<file path="src/rtl/hazard_unit.sv">
// Hazard controller for the 5-stage core: operand forwarding, load-use and
// memory-wait stalls, branch flushes, memory timeout and stall-cycle counting.
module hazard_unit #(
   parameter int TIMEOUT_CYCLES = 255,
   parameter int CNT_WIDTH      = 32
) (
   input  logic                 clk,
   input  logic                 reset,
   input  logic [4:0]           Rs1D,
   input  logic [4:0]           Rs2D,
   input  logic [4:0]           Rs1E,
   input  logic [4:0]           Rs2E,
   input  logic [4:0]           RdE,
   input  logic [4:0]           RdM,
   input  logic [4:0]           RdW,
   input  logic                 RegWriteM,
   input  logic                 RegWriteW,
   input  logic                 LoadE,
   input  logic                 PCSrcE,
   input  logic                 MemReqM,
   input  logic                 MemReadyM,
   output logic [1:0]           ForwardAE,
   output logic [1:0]           ForwardBE,
   output logic                 StallF,
   output logic                 StallD,
   output logic                 StallE,
   output logic                 StallM,
   output logic                 FlushD,
   output logic                 FlushE,
   output logic                 FlushW,
   output logic                 MemTimeout,
   output logic [CNT_WIDTH-1:0] StallCount
);

   typedef enum logic {RUN, MEM_WAIT} state_t;

   localparam logic [15:0] TIMEOUT_VAL = 16'(TIMEOUT_CYCLES);

   state_t                r_state, w_state_nxt;
   logic [15:0]           r_wait_cnt, w_wait_cnt_nxt;
   logic                  r_timeout;
   logic [CNT_WIDTH-1:0]  r_stall_cnt;
   logic                  w_mem_stall, w_lw_stall, w_timeout_set;

   // Memory-stage result (10) takes precedence over writeback (01).
   always_comb begin
      ForwardAE = 2'b00;
      if (RegWriteM && RdM != 5'd0 && RdM == Rs1E)      ForwardAE = 2'b10;
      else if (RegWriteW && RdW != 5'd0 && RdW == Rs1E) ForwardAE = 2'b01;
      ForwardBE = 2'b00;
      if (RegWriteM && RdM != 5'd0 && RdM == Rs2E)      ForwardBE = 2'b10;
      else if (RegWriteW && RdW != 5'd0 && RdW == Rs2E) ForwardBE = 2'b01;
   end

   assign w_mem_stall = MemReqM && !MemReadyM;
   assign w_lw_stall  = LoadE && RdE != 5'd0 && (RdE == Rs1D || RdE == Rs2D);

   // A memory wait freezes everything upstream, so branch and load-use
   // decisions are re-evaluated once memory completes.
   always_comb begin
      StallF = 1'b0; StallD = 1'b0; StallE = 1'b0; StallM = 1'b0;
      FlushD = 1'b0; FlushE = 1'b0; FlushW = 1'b0;
      if (w_mem_stall) begin
         StallF = 1'b1; StallD = 1'b1; StallE = 1'b1; StallM = 1'b1;
         FlushW = 1'b1;
      end else if (PCSrcE) begin
         FlushD = 1'b1; FlushE = 1'b1;
      end else if (w_lw_stall) begin
         StallF = 1'b1; StallD = 1'b1; FlushE = 1'b1;
      end
   end

   always_comb begin
      w_state_nxt    = r_state;
      w_wait_cnt_nxt = r_wait_cnt;
      w_timeout_set  = 1'b0;
      case (r_state)
         RUN: if (w_mem_stall) begin
            w_state_nxt    = MEM_WAIT;
            w_wait_cnt_nxt = 16'd1;
         end
         MEM_WAIT: if (w_mem_stall) begin
            w_timeout_set = (r_wait_cnt == TIMEOUT_VAL);
            if (r_wait_cnt != 16'hFFFF) w_wait_cnt_nxt = r_wait_cnt + 16'd1;
         end else begin
            w_state_nxt    = RUN;
            w_wait_cnt_nxt = 16'd0;
         end
         default: begin
            w_state_nxt    = RUN;
            w_wait_cnt_nxt = 16'd0;
         end
      endcase
   end

   always_ff @(posedge clk or posedge reset) begin
      if (reset) begin
         r_state     <= RUN;
         r_wait_cnt  <= 16'd0;
         r_timeout   <= 1'b0;
         r_stall_cnt <= '0;
      end else begin
         r_state    <= w_state_nxt;
         r_wait_cnt <= w_wait_cnt_nxt;
         if (w_timeout_set) r_timeout <= 1'b1;
         if (StallF) r_stall_cnt <= r_stall_cnt + CNT_WIDTH'(1);
      end
   end

   assign MemTimeout = r_timeout;
   assign StallCount = r_stall_cnt;

endmodule

</file>
<file path="config.mk">
export PLATFORM = sky130hd
export DESIGN_NAME = hazard_unit
export DESIGN_NICKNAME = d
export VERILOG_FILES = /design/src/rtl/hazard_unit.sv
export SDC_FILE = /design/constraint.sdc
export NUM_CORES = 1
export LEC_CHECK = 0
export BUFFER_PORTS_ARGS = -buffer_cell sky130_fd_sc_hd__buf_4
export CAP_MARGIN = 20
export CORE_MARGIN = 5
export CORE_UTILIZATION = 40
export DETAILED_ROUTE_END_ITERATION = 10
export PLACE_DENSITY = 0.7
export SLEW_MARGIN = 20
export SYNTH_ARGS = -nofsm -noshare
export SYNTH_HDL_FRONTEND = slang
export SYNTH_SLANG_ARGS = --single-unit
</file>
<file path="constraint.sdc">
create_clock -name clk -period 5.6 [get_ports clk]
set_input_delay 1.4 -clock clk [delete_from_list [all_inputs] [get_ports clk]]
set_output_delay 1.4 -clock clk [all_outputs]
set_load 0.1 [all_outputs]
</file>
==> run_results.csv, run 1 <==
group,metric,value,unit
routing,drc_errors,0,
clock_tree,cts.repair_timing.setup_buffer_count,0,
placement,numPortBuffers,86,
setup_path,required,4200,ps
global_route,gr-total-overflow,0,
routing,totalWireLength,7414,um
synth,async_reset_ff_share,100.0,%
global_route,largest_net_degree_at_the_start_of_global_routing,51,
routing,drt-vias-per-instance,5.348,
synth,synth.ff_latch_count,50,
clock_tree,root_buffer,"clkbuf_8",
timing,fmax,0.2213,GHz
placement,detailedPlacementHpwl,5609,um
global_route,antenna_found_initial,0,
timing,rsz0062_at_grt,"false",
timing,final_period_minus_worst_setup_slack,4519,ps
finish,final_util,53.46,%
clock_tree,tritoncts.num_buffers,5,
clock_tree,cts_tree,"yes",
synth,postSynth.topFlopCell,"dfrtp_1",
clock_tree,insertion_delay,300,ps
global_route,via_count_of_the_first_global_routing_pass,2591,
floorplan,core_area,7253,um^2
setup_path,r2r_setup_slack,3450,ps
timing,post-route-period-util,80.69,%
timing,final_max_slew_viol_count,0,
floorplan,floorplan.die.height,96.48,um
synth,synth-warning-count,0,
finish,area_growth_syn_to_fin,29.61,%
timing,slew_headroom,42.28,%
hold_path,worst_hold_path_type,"flip-flop to flip-flop",
timing,hold-worst-slack,485.4,ps
timing,timing.clock.skew,8.845,ps
routing,initialDrtViolationCount,113,
floorplan,chipWidth,96.48,um
routing,via_count,2626,
routing,wl_per_instance,15.10,um
setup_path,rr_worst_depth,7,
hold_path,min_to,"r_wait_cnt[6]",
power_and_ir_drop,power.ir.vdd_worst,0.4027,mV
hold_path,min_from,"r_wait_cnt[6]",
clock_tree,numClockSinks,50,
setup_path,crit_fanout,3,
setup_path,sequence_of_cells_on_the_critical_path,"buf_4 -> or4_1 -> o21ai_0 -> nor4_4 -> nor4_4 -> buf_4",
setup_path,regToRegStartpoint,"r_wait_cnt[0]",
timing,tightest_slew,865.8,ps
run_status,run_status,"finished clean",
synth,post_synth_inst_count,309,
placement,gp_routability_congestion,0.8033,
finish,n_antenna_cell,0,
setup_path,crit_path_max_incr_delay,500,ps
clock_tree,clock_path_buffers,2,
floorplan,rows,31,
global_route,gr_util_all_layers,16.70,%
floorplan,floorplan.io_pins,87,
synth,syn-mean-instance-area,9.682,um^2
setup_path,arrival,3120,ps
floorplan,starting_density_of_the_core,41.25,%
hold_path,whs_path_depth,1,
timing,tns,0,ps
routing,final_antenna_net_count,0,
setup_path,timing.rr.end,"r_wait_cnt[8]",
clock_tree,holdBufCountCts,0,
synth,synth_nets,354,
run,drv.max_cap_violation_count,0,
power_and_ir_drop,leakagePower,1.743,nW
setup_path,critical_path.startpoint_type,"input port",
synth,synth_area,2992,um^2
global_route,grt_pass1_wl,12380,um
clock_tree,postCtsResizedCells,0,
synth,yosysUniqueCellTypes,42,
setup_path,critical_path.slowest_cell,"or4_1",
setup_path,critPathCaptureType,"primary output",
timing,finalSetupViolCount,0,
synth,number_of_flops_mapped_to_enable_cells_by_yosys,0,
floorplan,die_area,9308,um^2
power_and_ir_drop,power_per_cell_area,272.6,nW/um^2
synth,synth.yosys.seq_area_share,41.82,%
setup_path,path_class,"input port to primary output",
finish,drive_gt1_share,29.34,%
clock_tree,clkSlewWorstSetupHoldPaths,90,ps
routing,dr.pass1.iters,4,
finish,nNetsFinal,437,
timing,finalHoldViolations,0,
clock_tree,cts_h_tree_lvls,2,
## worst max-delay path, delay by kind of cell
family	cells	cell delay, ps
buf+inv	2	440
simple gates	3	770
compound gates	1	500
## sequential cells by signal (all words and copies together) (netlist names)
| register | cells |
|---|---|
| r_state | 1 |
| r_wait_cnt | 16 |
| MemTimeout | 1 |
| StallCount | 32 |
## power breakdown
group,switching (W),leakage (nW),internal (W),total (W)
combinational,0.000276,1.00,0.0000938,0.000369
clock,0.000120,0.0573,0.000143,0.000263
sequential,0.0000404,0.685,0.000384,0.000425
## per-stage QoR
step / std cells / power, W / cell area (um^2) / worst slack (ps)
after CTS: 491 / 0.001066 / 3876 / 1059
after global placement: 484 / 0.0007995 / 3764 / 1084
after detailed placement: 484 / 0.0008041 / 3764 / 1060
after floorplan: 309 / 0.0007041 / 3052 / 500.2
final: 491 / 0.001057 / 3877 / 1081
after global routing: 491 / 0.001105 / 3877 / 975.0
## synthesized netlist by cell type (2+ instances only)
cell       n  area share (%)
inv_1      5            0.63
or4_1      6             1.5
dfrtp_1   50              42
and2_1     4            0.84
buf_4      4             1.0
nand4_1   14             2.9
and3_1    14             2.9
clkbuf_1   5            0.63
nand3_1   23             3.8
nor3_1     3            0.50
nand3_2    6             2.0
xor2_1    29             8.5
nor4_1     5             1.0
o31ai_1    3            0.75
ha_1       2            0.84
o21ai_2    2            0.59
a31oi_1    3            0.63
nand2_1   25             3.1
xnor2_1   36              11
a21oi_1    8             1.3
o21ai_0   13             2.2
and4_1     6             1.8
nor2_1    21             2.6
o41ai_1    4             1.2
## routing by layer
layer	global-route usage (%)	vias up	part of all wire [%]
met5	0	-	0
met3	3.331	7	5.6
met2	27.53	69	49
li1	-	1279	-
met4	2.921	0	0.70
met1	23.08	1271	45
## worst max path at each step
stage          cells after the start  startpoint           end  slack (ps)
6_report                           6      RdM[1]  ForwardBE[0]        1080
3_5_place_dp                       6      RdM[1]  ForwardBE[0]        1060
4_1_cts                            6      RdM[1]  ForwardBE[0]        1060
2_1_floorplan                      4      RdM[1]  ForwardAE[0]         500
3_3_place_gp                       6      RdM[1]  ForwardBE[0]        1080
5_1_grt                            6      RdM[1]  ForwardBE[0]         980
## cell usage in the layout (no fill, tap or decap), types with 3 or more instances in the layout
master,synthesis,routed
nor3_1,3,3
and4_1,6,6
nand4_1,14,14
xor2_1,29,29
a21oi_1,8,8
o21ai_0,13,13
and2_1,4,4
a31oi_1,3,3
or4_1,6,6
nor4_4,0,4
o31ai_1,3,3
nand3_2,6,6
dfrtp_1,50,50
nand2_1,25,25
clkbuf_8,0,6
and3_1,14,14
buf_4,4,87
xnor2_1,36,36
nand3_1,23,23
o41ai_1,4,4
inv_1,5,4
nor2_1,21,21
## cells by family (layout without fill, tap and decap cells)
kind of cell,after synthesis,in the layout,share of synthesized area [%]
adder cells (fa/ha/maj),2,2,0.8363
AND/OR/NAND/NOR,134,134,25.39
flip-flops,50,50,41.82
multiplexers,1,1,0.3764
AO/OA/AOI/OAI,41,41,9.745
buffers and inverters,16,99,2.802
XOR/XNOR,65,65,19.03
## area by class of cell
cell class / count / area (um^2)
clock buffers: 6 / 82.58
fillers: 684 / 3376
multi-input cells: 243 / 1717
well taps: 99 / 123.9
inverters: 5 / 20.02
repair buffers: 87 / 653.1
clock inverters: 1 / 30.03
flip-flops and latches: 50 / 1251
No activity file was read; power rests on OpenSTA's default activity.
==> inputs of run 2 (changes only) <==
--- a/config.mk
+++ b/config.mk
@@ -10,7 +10,7 @@
 export CORE_MARGIN = 5
 export CORE_UTILIZATION = 40
 export DETAILED_ROUTE_END_ITERATION = 10
-export PLACE_DENSITY = 0.7
+export PLACE_DENSITY = 0.73
 export SLEW_MARGIN = 20
 export SYNTH_ARGS = -nofsm -noshare
 export SYNTH_HDL_FRONTEND = slang
==> constraint.sdc (replaced) <==
create_clock -name clk -period 3.7 [get_ports clk]
set_input_delay 0.925 -clock clk [delete_from_list [all_inputs] [get_ports clk]]
set_output_delay 0.925 -clock clk [all_outputs]
set_load 0.1 [all_outputs]
==> run 2 against run 1 <==
Effect of this change:
- clock skew is 2.4 ps lower
- clock-buffer cell count is 1 higher
- global-route usage is 0.14 points higher
- register-to-register slack worse by 1900 ps
- cell count stayed put
- clock power is 15% higher
- combinational power is 52% higher
- cell area is 0.48% lower
- critical path type unchanged
==> run_results.csv, run 2 (synthesis gave the netlist of run 1 again) <==
group,metric,value,unit
global_route,largest_net_degree_at_the_start_of_global_routing,51,
routing,via_count,2638,
hold_path,worst_hold_path_type,"flip-flop to flip-flop",
run_status,run_status,"finished clean",
timing,slew_headroom,42.68,%
timing,rsz0062_at_grt,"false",
floorplan,floorplan.die.height,96.48,um
placement,detailedPlacementHpwl,5756,um
setup_path,timing.critical_path.buf_inv,3,
power_and_ir_drop,fin_total_pwr,0.001509,W
finish,area_growth_syn_to_fin,28.98,%
clock_tree,tritoncts.num_buffers,5,
setup_path,crit_fanout,13,
finish,nNetsFinal,437,
global_route,antenna_found_initial,0,
floorplan,floorplan.io_pins,87,
timing,post-route-period-util,91.22,%
placement,setup_slack_at_placement,336.5,ps
clock_tree,cts_h_tree_lvls,2,
timing,timing.clock.skew,6.445,ps
clock_tree,clkSlewWorstSetupHoldPaths,80,ps
setup_path,timing.critical_path.mode_cell,"buf_4",
clock_tree,cts.repair_timing.setup_buffer_count,0,
clock_tree,clock_path_buffers,2,
routing,wl_per_instance,15.34,um
global_route,grt_pass1_wl,12330,um
setup_path,critical_path.slowest_cell,"buf_4",
setup_path,arrival,2450,ps
clock_tree,holdBufCountCts,0,
global_route,gr_util_all_layers,16.84,%
finish,multi_input_comb_area,1734,um^2
clock_tree,numClockSinks,50,
placement,gp_routability_congestion,0.8184,
global_route,gr-total-overflow,0,
routing,drc_errors,0,
timing,final_max_slew_viol_count,0,
floorplan,die_area,9308,um^2
setup_path,required,2770,ps
placement,numPortBuffers,86,
timing,finalHoldViolations,0,
setup_path,path_class,"input port to primary output",
power_and_ir_drop,power_per_cell_area,391.0,nW/um^2
setup_path,sequence_of_cells_on_the_critical_path,"buf_4 -> xor2_1 -> nor3_1 -> a22oi_2 -> o31ai_2 -> buf_4 -> buf_4",
finish,drive_gt1_share,29.59,%
power_and_ir_drop,power.ir.vdd_worst,0.3148,mV
setup_path,path_delay_family,"buffers and inverters",
clock_tree,postCtsResizedCells,0,
floorplan,starting_density_of_the_core,41.25,%
clock_tree,root_buffer,"clkbuf_8",
timing,final_period_minus_worst_setup_slack,3375,ps
floorplan,core_area,7253,um^2
setup_path,critPathCaptureType,"primary output",
routing,dr.pass1.iters,4,
routing,totalWireLength,7532,um
finish,n_antenna_cell,0,
clock_tree,cts_tree,"yes",
global_route,via_count_of_the_first_global_routing_pass,2604,
finish,final_util,53.20,%
finish,largest_reg_flops,32,
clock_tree,insertion_delay,300,ps
finish,seq_area,1251,um^2
routing,drt-vias-per-instance,5.373,
timing,postLayoutSetupSlackWorst,324.9,ps
power_and_ir_drop,leakagePower,1.728,nW
finish,commonest_cells_after_routing_fill_and_taps_aside,"87 x buf_4, 50 x dfrtp_1, 36 x xnor2_1, 29 x xor2_1, 25 x nand2_1",
setup_path,critical_path.startpoint_type,"input port",
timing,finalSetupViolCount,0,
routing,initialDrtViolationCount,58,
timing,tightest_slew,858.8,ps
finish,fill_cells,680,
timing,fmax,0.2963,GHz
setup_path,crit_path_max_incr_delay,320,ps
routing,final_antenna_net_count,0,
run,drv.max_cap_violation_count,0,
finish,commonest_non_fill_non_tap_cell_in_the_layout,"buf_4",
floorplan,rows,31,
timing,tns,0,ps
floorplan,chipWidth,96.48,um
## run 2: path summary, 6_finish.rpt
kind	start	to	slack, ps	cells after the start
max	RdE[2]	StallD	320	7
min	StallCount[31]	StallCount[31]	480	1
max reg2reg	r_wait_cnt[0]	r_wait_cnt[8]	1550	7
min reg2reg	StallCount[31]	StallCount[31]	480	1
max in group asynchronous	reset	StallCount[0]	2410	2
min in group asynchronous	reset	StallCount[22]	770	2
## run 2: per-stage QoR
step / hold slack, ps / instance area (um^2) / cells
after floorplan: 440.6 / 3069 / 309
after global placement: 458.5 / 3781 / 484
after detailed placement: 466.3 / 3781 / 484
after CTS: 479.4 / 3857 / 491
after global routing: 500.6 / 3859 / 491
final: 476.3 / 3859 / 491
## run 2: layout make-up
class	count	share of cell area, %
multi-input cells	243	44.94
flip-flops and latches	50	32.43
repair buffers	87	16.93
clock buffers	7	1.978
inverters	5	0.5188
well taps	99	3.210
## run 2: power by group
group          switching (W)  leakage [nW]  internal [W]
logic               0.000417          1.00      0.000142
registers          0.0000658         0.685      0.000582
clock network       0.000171        0.0383      0.000131
## run 2: layer usage
layer	track usage (%)	wire length (um)
met3	3.718	487
met1	20.66	3117
met4	4.556	107
met2	29.77	3820
met5	0	0
==> inputs of run 3 (changes only) <==
--- a/config.mk
+++ b/config.mk
@@ -9,8 +9,10 @@
 export CAP_MARGIN = 20
 export CORE_MARGIN = 5
 export CORE_UTILIZATION = 40
+export CTS_BUF_LIST = sky130_fd_sc_hd__clkbuf_4 sky130_fd_sc_hd__clkbuf_8
 export DETAILED_ROUTE_END_ITERATION = 10
-export PLACE_DENSITY = 0.73
+export PLACE_DENSITY = 0.7
+export REMOVE_ABC_BUFFERS = 1
 export SLEW_MARGIN = 20
 export SYNTH_ARGS = -nofsm -noshare
 export SYNTH_HDL_FRONTEND = slang
==> constraint.sdc (replaced) <==
create_clock -name clk -period 3.8 [get_ports clk]
set_input_delay 0.95 -clock clk [delete_from_list [all_inputs] [get_ports clk]]
set_output_delay 0.95 -clock clk [all_outputs]
set_load 0.1 [all_outputs]
==> run 3 against run 2 <==
Effect of this change:
- global-route usage grew 0.16 points
- power up 2.7%
- cell area down 1.0%
- clock skew decreased by 0.87 ps
- non-clock buffer count stayed put
- die area is the same
- critical path depth fell by 1
- first-iteration DRC count grew 120%
- setup slack got worse by 75 ps
- highest routed layer unchanged
==> run_results.csv, run 3 (synthesis gave the netlist of run 1 again) <==
group,metric,value,unit
run_status,run_status,"finished clean",
setup_path,crit_fanout,3,
finish,largest_reg_flops,32,
finish,fill_cells,658,
setup_path,critical_path.slowest_cell,"or4_1",
setup_path,required,2850,ps
clock_tree,tritoncts.num_buffers,5,
setup_path,path_class,"input port to primary output",
global_route,grt_pass1_wl,12630,um
finish,nNetsFinal,437,
hold_path,worst_hold_path_type,"flip-flop to flip-flop",
clock_tree,insertion_delay,300,ps
finish,seq_area,1251,um^2
placement,detailedPlacementHpwl,5772,um
routing,drc_errors,0,
placement,numPortBuffers,86,
timing,tightest_slew,855.7,ps
floorplan,die_area,9308,um^2
setup_path,r2r_setup_slack,1680,ps
timing,slew_headroom,42.89,%
timing,final_period_minus_worst_setup_slack,3550,ps
clock_tree,postCtsResizedCells,0,
power_and_ir_drop,power_per_cell_area,405.6,nW/um^2
timing,finalSetupViolCount,0,
global_route,gr_util_all_layers,16.99,%
floorplan,floorplan.io_pins,87,
routing,dr.pass1.iters,4,
timing,finalHoldViolations,0,
floorplan,core_area,7253,um^2
floorplan,rows,31,
timing,postLayoutSetupSlackWorst,250.3,ps
timing,fmax,0.2817,GHz
power_and_ir_drop,power.ir.vdd_worst,0.5194,mV
global_route,via_count_of_the_first_global_routing_pass,2626,
routing,totalWireLength,7542,um
finish,multi_input_comb_area,1657,um^2
floorplan,floorplan.die.height,96.48,um
run,drv.max_cap_violation_count,0,
timing,final_max_slew_viol_count,0,
finish,drive_gt1_share,28.50,%
placement,gp_routability_congestion,0.8182,
clock_tree,clock_path_buffers,2,
clock_tree,cts_tree,"yes",
setup_path,critical_path.startpoint_type,"input port",
timing,timing.clock.skew,5.571,ps
setup_path,sequence_of_cells_on_the_critical_path,"buf_4 -> or4_1 -> o21ai_0 -> nor4_1 -> nor4_1 -> buf_4",
finish,commonest_cells_after_routing_fill_and_taps_aside,"87 x buf_4, 50 x dfrtp_1, 36 x xnor2_1, 29 x xor2_1, 25 x nand2_1",
placement,setup_slack_at_placement,271.3,ps
routing,drt-vias-per-instance,5.346,
clock_tree,cts.repair_timing.setup_buffer_count,0,
finish,commonest_non_fill_non_tap_cell_in_the_layout,"buf_4",
clock_tree,clkSlewWorstSetupHoldPaths,90,ps
finish,n_antenna_cell,0,
routing,via_count,2630,
setup_path,crit_path_max_incr_delay,500,ps
clock_tree,root_buffer,"clkbuf_8",
clock_tree,cts_h_tree_lvls,2,
global_route,gr-total-overflow,0,
finish,area_growth_syn_to_fin,27.65,%
global_route,largest_net_degree_at_the_start_of_global_routing,51,
clock_tree,numClockSinks,50,
setup_path,arrival,2600,ps
setup_path,critPathCaptureType,"primary output",
routing,final_antenna_net_count,0,
power_and_ir_drop,leakagePower,1.739,nW
floorplan,chipWidth,96.48,um
routing,initialDrtViolationCount,125,
floorplan,starting_density_of_the_core,41.25,%
global_route,antenna_found_initial,0,
routing,wl_per_instance,15.33,um
timing,post-route-period-util,93.41,%
timing,hold-worst-slack,486.7,ps
timing,rsz0062_at_grt,"false",
clock_tree,holdBufCountCts,0,
run 3: changes by cell type in the layout (fill, tap and decap cells not counted):
cell / previous run / this run
o21ai_0: 12 / 13
bufinv_16: 0 / 1
o21ai_4: 1 / 0
nor2_2: 1 / 0
clkbuf_4: 0 / 2
nor2_1: 20 / 21
nor4_4: 4 / 0
or4_4: 1 / 0
clkbuf_1: 2 / 0
or4_1: 5 / 6
nor4_1: 1 / 5
run 3: where the power goes:
group          leakage [nW]  internal [W]  total [W]  switching, W
sequential            0.685      0.000566   0.000628     0.0000613
clock                0.0593      0.000212   0.000384      0.000173
combinational         0.995      0.000136   0.000537      0.000401
run 3: critical path, delay by kind of cell:
family / cells / cell delay (ps)
compound gates: 1 / 240
simple gates: 3 / 930
buf+inv: 2 / 480
run 3: layer usage:
| layer | vias up | routed length (um) | GRT usage (%) |
|---|---|---|---|
| li1 | 1276 | - | - |
| met1 | 1284 | 3220 | 22.20 |
| met2 | 59 | 3845 | 28.51 |
| met3 | 11 | 373 | 4.105 |
| met4 | 0 | 102 | 3.972 |
| met5 | - | 0 | 0 |
run 3: worst paths after layout:
| kind | endpoint | from | cells after the start |
|---|---|---|---|
| worst max-delay path | ForwardAE[0] | RdM[1] | 6 |
| worst min-delay path | StallCount[31] | StallCount[31] | 1 |
| worst max register to register | StallCount[19] | StallCount[2] | 5 |
| worst min register to register | StallCount[31] | StallCount[31] | 1 |
| max in group asynchronous | StallCount[26] | reset | 2 |
| min in group asynchronous | r_wait_cnt[8] | reset | 2 |
run 3: layout make-up:
cell class              instances  area share [%]
inverters                       5          0.5242
multi-input cells             243           43.38
well taps                      99           3.244
flip-flops and latches         50           32.77
clock buffers                   7           2.195
repair buffers                 87           17.10
clock inverters                 1          0.7864
run 3: stage by stage:
step                TNS (ps)  instance area, um^2  utilization (%)  std cells  total power, W
finish                     0                 3819            52.65        492        0.001549
global route               0                 3819            52.65        492        0.001619
CTS                        0                 3817            52.63        492        0.001562
detailed placement         0                 3704            51.06        484        0.001177
global placement           0                 3704            51.06        484        0.001170
floorplan             -37070                 2927                -        298        0.001019
